`src/rtl/pat_data_buf.sv`:
```
// Multi-entry cyclic pattern data buffer for the blitter datapath.
// Optional output rotation is enabled by defining PATDATA_ROT_EN.
module pat_data_buf #(
  parameter int unsigned WIDTH = 8,
  parameter int unsigned DEPTH = 4
) (
  input  logic             CLK,
  input  logic             RESETL,
  input  logic [WIDTH-1:0] ID,
  input  logic             LDPATL,
  input  logic             LDLENL,
  input  logic             LDROTL,
  input  logic             PATRSTL,
  input  logic             STEP,
  output logic [WIDTH-1:0] PATD,
  output logic             PATWRAP,
  output logic             PATVALID
);

  localparam int unsigned PTRW = $clog2(DEPTH);
  localparam int unsigned ROTW = $clog2(WIDTH);

  logic [WIDTH-1:0] entry_q [DEPTH];
  logic [WIDTH-1:0] entry_d [DEPTH];
  logic [PTRW-1:0]  wptr_q, wptr_d;
  logic [PTRW-1:0]  rptr_q, rptr_d;
  logic [PTRW-1:0]  len_q, len_d;
  logic             wrap_q, wrap_d;
  logic             valid_q, valid_d;

`ifdef PATDATA_ROT_EN
  logic [ROTW-1:0]    rot_q, rot_d;
  logic [2*WIDTH-1:0] rot_dbl;
`else
  logic               unused_ldrotl;
`endif

  always_comb begin
    entry_d = entry_q;
    wptr_d  = wptr_q;
    rptr_d  = rptr_q;
    len_d   = len_q;
    wrap_d  = 1'b0;
    valid_d = valid_q;
    // Restart outranks length load, which outranks the data-path actions.
    if (!PATRSTL) begin
      wptr_d  = '0;
      rptr_d  = '0;
      valid_d = 1'b0;
    end else if (!LDLENL) begin
      len_d   = ID[PTRW-1:0];
      valid_d = 1'b0;
      if (wptr_q > len_d) wptr_d = '0;
      if (rptr_q > len_d) rptr_d = '0;
    end else begin
      if (!LDPATL) begin
        entry_d[wptr_q] = ID;
        if (wptr_q == len_q) begin
          wptr_d  = '0;
          valid_d = 1'b1;
        end else begin
          wptr_d = wptr_q + 1'b1;
        end
      end
      if (STEP) begin
        if (rptr_q == len_q) begin
          rptr_d = '0;
          wrap_d = 1'b1;
        end else begin
          rptr_d = rptr_q + 1'b1;
        end
      end
    end
  end

`ifdef PATDATA_ROT_EN
  always_comb begin
    rot_d = rot_q;
    if (!LDROTL) rot_d = ID[ROTW-1:0];
  end

  // Left rotate: upper half of the doubled word shifted by ROT.
  assign rot_dbl = {entry_q[rptr_q], entry_q[rptr_q]} << rot_q;
  assign PATD    = rot_dbl[2*WIDTH-1:WIDTH];

  always_ff @(posedge CLK or negedge RESETL) begin
    if (!RESETL) rot_q <= '0;
    else         rot_q <= rot_d;
  end
`else
  assign unused_ldrotl = LDROTL;
  assign PATD          = entry_q[rptr_q];
`endif

  always_ff @(posedge CLK or negedge RESETL) begin
    if (!RESETL) begin
      for (int unsigned i = 0; i < DEPTH; i++) entry_q[i] <= '0;
      wptr_q  <= '0;
      rptr_q  <= '0;
      len_q   <= PTRW'(DEPTH - 1);
      wrap_q  <= 1'b0;
      valid_q <= 1'b0;
    end else begin
      for (int unsigned i = 0; i < DEPTH; i++) entry_q[i] <= entry_d[i];
      wptr_q  <= wptr_d;
      rptr_q  <= rptr_d;
      len_q   <= len_d;
      wrap_q  <= wrap_d;
      valid_q <= valid_d;
    end
  end

  assign PATWRAP  = wrap_q;
  assign PATVALID = valid_q;

endmodule

```
`config.mk`:
```
export PLATFORM = sky130hd
export DESIGN_NAME = pat_data_buf
export DESIGN_NICKNAME = d
export VERILOG_FILES = /design/src/rtl/pat_data_buf.sv
export SDC_FILE = /design/constraint.sdc
export NUM_CORES = 1
export LEC_CHECK = 0
export CAP_MARGIN = 25
export CORE_AREA = 2 2 63 65
export CTS_CLUSTER_SIZE = 10
export DETAILED_ROUTE_END_ITERATION = 7
export DIE_AREA = 0 0 65 67
export PLACE_DENSITY = 0.83
export SETUP_SLACK_MARGIN = 0.4
export SLEW_MARGIN = 20
export SYNTH_ARGS = -nofsm -noshare
export SYNTH_HDL_FRONTEND = slang
export SYNTH_SLANG_ARGS = --single-unit
```
`constraint.sdc`:
```
create_clock -name CLK -period 2.65 [get_ports CLK]
set_clock_uncertainty 0.05 [all_clocks]
set_input_delay 0.53 -clock CLK [delete_from_list [all_inputs] [get_ports CLK]]
set_output_delay 0.53 -clock CLK [all_outputs]
set_load 0.02 [all_outputs]
```
==> results by group, run 1 <==
Final layout
  • Antenna cells: 0
  • Share of layout cells above drive strength 1: 0.392
  • Area grow syn2layout: 16.3%
  • Final nets: 193

Place
  • Detail Placement HPWL: 2.78 mm
  • Number of port buffers: 23
  • RD Place Congestion: about 0.8

Yosys
  • Synth area leader: dfrtp_1
  • Post-synth EDFFs: 0
  • Mapped Area: 2110 um^2
  • Syn nets: 166
  • Synth warn: 0
  • Most used DFF post-synth: dfrtp_1
  • Synth area leaders: dfrtp_1, mux2_4, mux4_2
  • Count of state elements after synthesis: 40
  • Fraction of registers with async set/reset: 1.00
  • Top post-synthesis cells by count: dfrtp_1, mux2_4, nand2_1
  • Count of cell types in the netlist: 29
  • Avg Inst Size Synth: 14.7 um^2
  • Top cell type's share of synthesized area: 0.451
  • Most numerous cell in the Yosys netlist: dfrtp_1
  • Seq/Total Area, Yosys: 0.476
  • Syn Inst Count: ~140

Timing
  • Crit path time final: 2.18 ns
  • RSZ-0062 raised after global routing: no
  • Fmax: 459 MHz
  • Slew Viols, Final: 0
  • Final hold violation count: 0
  • Final Cycle Share: 0.821
  • Min Hold Slack: 0.302 ns
  • Slew @ Worst Pin: 0.872 ns
  • Max_slew headroom: 0.419
  • Setup TNS: 0 ns
  • Final setup fails: 0

Detailed routing
  • DRC viols: 0
  • Antenna Nets Post-Route: 0
  • Final WL: ~3.9 mm
  • Via Count: 1,223
  • Drt pass-1 iters: 4
  • Drt wl/cell: approximately 18 um
  • Via density: 5.58
  • 1st-iter DRT viols: 77

Die
  • Die area: 4360 um^2
  • Die width: 65 um
  • Num ports: 25
  • Core Footprint: 3610 um^2
  • Die Ht: 67 um
  • Initial Util: 0.585
  • Row count: 22

Global route
  • Vias in the first global route: 1,338
  • Antenna violations before repair: 0
  • Largest net degree at the start of global routing: 41
  • Global-route wire length before repair: roughly 6.6 mm
  • GRT Util Overall: 0.206
  • Total gr overflow: 0

Pwr
  • PwrDens: 661 nW/um^2
  • Peak supply drop: 0.397 mV
  • Lkg Pwr: 0.00116 uW

Clock tree
  • CTS root buffer: clkbuf_8
  • Cts hold-fix bufs: 0
  • CTS H-Tree Depth: 2
  • TritonCTS clock tree: built
  • Clk_lat worst skew: 0.29 ns
  • Max Root-Sink Buffers: 2
  • Clock Sinks: 40
  • CTS buffer count: 5
  • Clk slew on worst S/H paths: 0.08 ns

Worst setup path
  • Data arrival time of the critical path: 1.60 ns
  • Critical path required time: 2.07 ns
  • Crit. End Element: output pin
  • Critical Path Fanout Max: 3
  • Startpoint Class: register
  • Critical path type: register to output pin

Hold path
  • Hold Crit Class: input port to async pin

Run status
  • Outcome: finished clean

Run
  • Max-cap violations: 0
[worst max-delay path: stages (launching register included)]
cell and delay, ns:
dfrtp_2 0.41, buf_4 0.13, mux4_2 0.47, clkdlybuf4s15_1 0.30
[flip-flops by register name, summed over array words and instances, names as in the netlist]
signal / count
wptr_q: 2
PATVALID: 1
PATWRAP: 1
len_q: 2
entry_q: 32
rptr_q: 2
[metal layers]
metal,routed length [um],GRT usage,vias to the layer above
met4,65,0.0665,0
met3,189,0.0557,8
li1,-,-,566
met1,1660,0.254,614
met5,0,0,-
met2,2010,0.351,35
[metrics by stage]
| step | util | setup WS (ns) | cells | area (um^2) | total power [uW] |
|---|---|---|---|---|---|
| 2_1_floorplan | - | 0.919 | 143 | 2110 | 1030 |
| 3_3_place_gp | 0.655 | 0.371 | 210 | 2360 | 1150 |
| 3_5_place_dp | 0.655 | 0.342 | 210 | 2360 | 1180 |
| 4_1_cts | 0.688 | 0.346 | 219 | 2480 | 1650 |
| 5_1_grt | 0.680 | 0.422 | 219 | 2450 | 1700 |
| 6_report | 0.680 | 0.473 | 219 | 2450 | 1620 |
[what timing repair did]
item,4_1_cts,5_1_grt
pin swaps,0,0
setup endpoints to repair,8,7
gates resized for setup,16,8
buffers inserted,1,0
gates cloned,0,0
[layout by cell type (no fill, tap or decap), drive strengths merged]
| cell | instances |
|---|---|
| mux4 | 8 |
| clkdlybuf4s50 | 14 |
| clkdlybuf4s15 | 1 |
| xor2 | 2 |
| inv | 7 |
| dlygate4sd2 | 1 |
| ha | 8 |
| nor2 | 2 |
| and2b | 1 |
| a21oi | 2 |
| mux2 | 32 |
| buf | 4 |
| nand3 | 2 |
| and3 | 1 |
| nand4 | 3 |
| dfstp | 2 |
| o22ai | 2 |
| dfrtp | 38 |
| nor4 | 1 |
| o21ai | 7 |
| clkbuf | 10 |
| xnor2 | 2 |
| a31oi | 1 |
| clkinv | 1 |
| o21a | 1 |
| bufinv | 1 |
| a2111o | 1 |
| clkinvlp | 1 |
| nor2b | 2 |
| nand2 | 13 |
[path summary, 6_finish.rpt]
kind / from / endpoint / slack [ns] / cells after the start
hold / removal: RESETL / entry_q[30] / 0.30 / 1
min in group CLK: entry_q[17] / entry_q[17] / 0.45 / 2
setup reg to reg: wptr_q[1] / entry_q[16] / 1.02 / 4
setup / recovery: rptr_q[0] / PATD[5] / 0.47 / 3
hold reg to reg: entry_q[17] / entry_q[17] / 0.45 / 2
max in group asynchronous: RESETL / rptr_q[1] / 1.64 / 1
[kinds of logic after synthesis]
group                      share of synthesized area
and+or+nand+nor                               0.0849
AOI/OAI and AO/OA                             0.0392
muxes                                          0.299
xor gates and xnor gates                      0.0166
DFF                                            0.476
adders and majority gates                     0.0475
buffers and inverters                         0.0368
[cell type report]
cell class	count	area, um^2
Fill cell	268	1150
Sequential cell	40	1010
Clock buffer	5	68.8
Timing Repair Buffer	25	221
Tap cell	48	60.1
Multi-Input combinational cell	91	1030
Clock inverter	3	42.5
Inverter	7	26.3
[power breakdown]
| group | internal (uW) | switching, uW | leakage (uW) |
|---|---|---|---|
| Combinational | 209 | 164 | 0.000587 |
| Clock | 279 | 211 | 0.0000541 |
| Sequential | 703 | 56.2 | 0.000520 |
Note: power is estimated with default switching activity, not from simulation.
==> inputs of run 2 (changes only) <==
CORE_AREA = 2 2 68 70   (was 2 2 63 65)
DIE_AREA = 0 0 70 72   (was 0 0 65 67)
PLACE_DENSITY = 0.75   (was 0.83)
clock period = 1.99 ns   (was 2.65 ns; I/O delays follow)
==> results by group, run 2 (synthesis gave the netlist of run 1 again) <==
Timing
  • Final setup fails: 0 (unchanged)
  • Min Hold Slack: 0.00313 ns (-0.299 ns)
  • Setup TNS: 0 ns (unchanged)
  • Slew Viols, Final: 0 (unchanged)
  • Fmax: 514 MHz
  • Crit path time final: 1.94 ns
  • Final Cycle Share: 0.977
  • Max_slew headroom: 0.681 (+0.262)
  • Final hold violation count: 0 (unchanged)
  • RSZ-0062 raised after global routing: yes
  • Slew @ Worst Pin: 0.478 ns (-0.393 ns)

Clock tree
  • TritonCTS clock tree: built
  • CTS root buffer: clkbuf_8
  • CTS H-Tree Depth: 2 (unchanged)
  • CTS buffer count: 5 (unchanged)
  • Clk_lat worst skew: 0.29 ns (about the same)
  • Clk slew on worst S/H paths: 0.08 ns (about the same)
  • Clock Sinks: 40 (unchanged)
  • Max Root-Sink Buffers: 2 (unchanged)

Final layout
  • Most frequent cells in the layout: dfrtp_1, mux2_4, clkdlybuf4s50_1
  • Commonest non-fill, non-tap cell in the layout: dfrtp_1
  • Max reg flops: 32 (unchanged)
  • Share of layout cells above drive strength 1: 0.464 (+0.0723)
  • Finished Cell Area: 2570 um^2 (+4.7%)
  • Final core utilization: 0.602 (-0.0777)
  • Fillers: 338 (+26%)
  • Most flop-heavy register: entry_q
  • Final nets: 203 (+5.2%)
  • Area grow syn2layout: 21.8%
  • Antenna cells: 0 (unchanged)

Worst setup path
  • Critical path required time: 1.54 ns (-0.53 ns)
  • Startpoint Class: register
  • Data arrival time of the critical path: 1.50 ns (-0.10 ns)
  • R2R setup slack: 0.42 ns (-0.60 ns)
  • Critical path type: register to output pin
  • Reg-to-Reg End: rptr_q[1]
  • R2R cell count: 7 (+3)
  • Crit. End Element: output pin
  • Critical Path Fanout Max: 6 (+3)
  • Worst R2R Start: rptr_q[1]

Pwr
  • Sw frac: 0.288 (+0.0219)
  • PwrDens: 821 nW/um^2 (+24%)
  • Net Sw Power: 607 uW (+41%)
  • Logic pwr share: 0.265 (+0.035)
  • Clk pwr share: 0.257 (-0.045)
  • Flop pwr share: 0.478 (+0.010)
  • Internal power: 1500 uW (+26%)
  • Lkg Pwr: 0.00123 uW (+6.1%)
  • Peak supply drop: 0.353 mV (-11%)

Run status
  • Outcome: finished clean

Place
  • DP Area: 2450 um^2 (+3.6%)
  • Detail Placement HPWL: 2.90 mm (+4.3%)
  • RD Place Congestion: 0.850 (+3.3%)
  • Number of port buffers: 23 (unchanged)

Global route
  • GR Util met3: 0.0444 (-0.0113)
  • Met2 GRT Util: 0.297 (-0.0532)
  • Met1 Use GR: 0.239 (-0.0149)
  • Grt peak-use layer: met2
  • GRT Util Overall: 0.180 (-0.0260)
  • Largest net degree at the start of global routing: 22 (-46%)
  • Global-route wire length before repair: 6.90 mm (+4.1%)
  • Vias in the first global route: 1,345 (+0.52%)
  • Total gr overflow: 0 (unchanged)
  • Antenna violations before repair: 0 (unchanged)

Detailed routing
  • Via density: 5.53 (-0.94%)
  • 1st-iter DRT viols: 55 (-29%)
  • Drt wl/cell: 17.8 um (-0.45%)
  • Final WL: 4.16 mm (+5.9%)
  • Via Count: 1,289 (+5.4%)
  • Drt pass-1 iters: 4 (unchanged)
  • Antenna Nets Post-Route: 0 (unchanged)
  • DRC viols: 0 (unchanged)

Die
  • Core Footprint: 4260 um^2 (+18%)
  • Die width: 70 um (+7.7%)
  • Die area: 5040 um^2 (+16%)
  • Num ports: 25 (unchanged)
  • Row count: 24 (+9.1%)
  • Initial Util: 0.494 (-0.0902)
  • Die Ht: 72 um (+7.5%)

Hold path
  • Hold Crit Class: input port to async pin

Run
  • Max-cap violations: 0 (unchanged)
[run 2: routing by layer]
| metal | part of all wire | vias to the layer above | wire (um) |
|---|---|---|---|
| met5 | 0 | - | 0 |
| li1 | - | 592 | - |
| met1 | 0.45 | 652 | 1850 |
| met3 | 0.047 | 2 | 195 |
| met4 | 0.0058 | 0 | 24 |
| met2 | 0.50 | 43 | 2080 |
[run 2: repair_timing]
item                       CTS  global route
resized for setup           53             5
hold buffers                 0             0
setup buffers                2             0
pin swaps                    3             3
setup endpoints to repair   14            33
[run 2: how the worst max path moves through the flow]
stage               from      end  slack, ns  cells after the start
4_1_cts        rptr_q[0]  PATD[1]       0.04                      3
6_report       rptr_q[0]  PATD[1]       0.05                      3
3_5_place_dp   rptr_q[0]  PATD[1]      -0.05                      3
5_1_grt        rptr_q[0]  PATD[7]     -0.005                      3
3_3_place_gp   rptr_q[0]  PATD[1]      -0.03                      3
2_1_floorplan  rptr_q[0]  PATD[0]       0.42                      2
[run 2: power groups by stage]
stage               sequential, uW  combinational, uW  clock [uW]
floorplan                     1000                367           0
global placement              1010                539           0
detailed placement            1020                556           0
CTS                           1010                557         555
global route                  1020                603         587
finish                        1010                560         541
[run 2: through the flow]
stage / setup WS (ns) / power, uW / std cells
3_5_place_dp: -0.0492 / 1580 / 223
4_1_cts: 0.0409 / 2120 / 233
3_3_place_gp: -0.0346 / 1550 / 223
6_report: 0.0455 / 2110 / 233
2_1_floorplan: 0.421 / 1370 / 143
5_1_grt: -0.00485 / 2210 / 233
[run 2: critical path: stages (launching register included)]
cell and delay, ns:
dfrtp_1 0.37, buf_6 0.15, mux4_2 0.53, buf_6 0.15
[run 2: cell type report]
| class | count | area [um^2] | area share |
|---|---|---|---|
| clock buffer | 5 | 68.8 | 0.0268 |
| clock inverter | 3 | 18.8 | 0.00731 |
| inverter | 7 | 26.3 | 0.0102 |
| multi-input combinational | 91 | 1050 | 0.409 |
| sequential | 40 | 1000 | 0.391 |
| tap | 52 | 65.1 | 0.0253 |
| timing repair buffer | 35 | 335 | 0.131 |
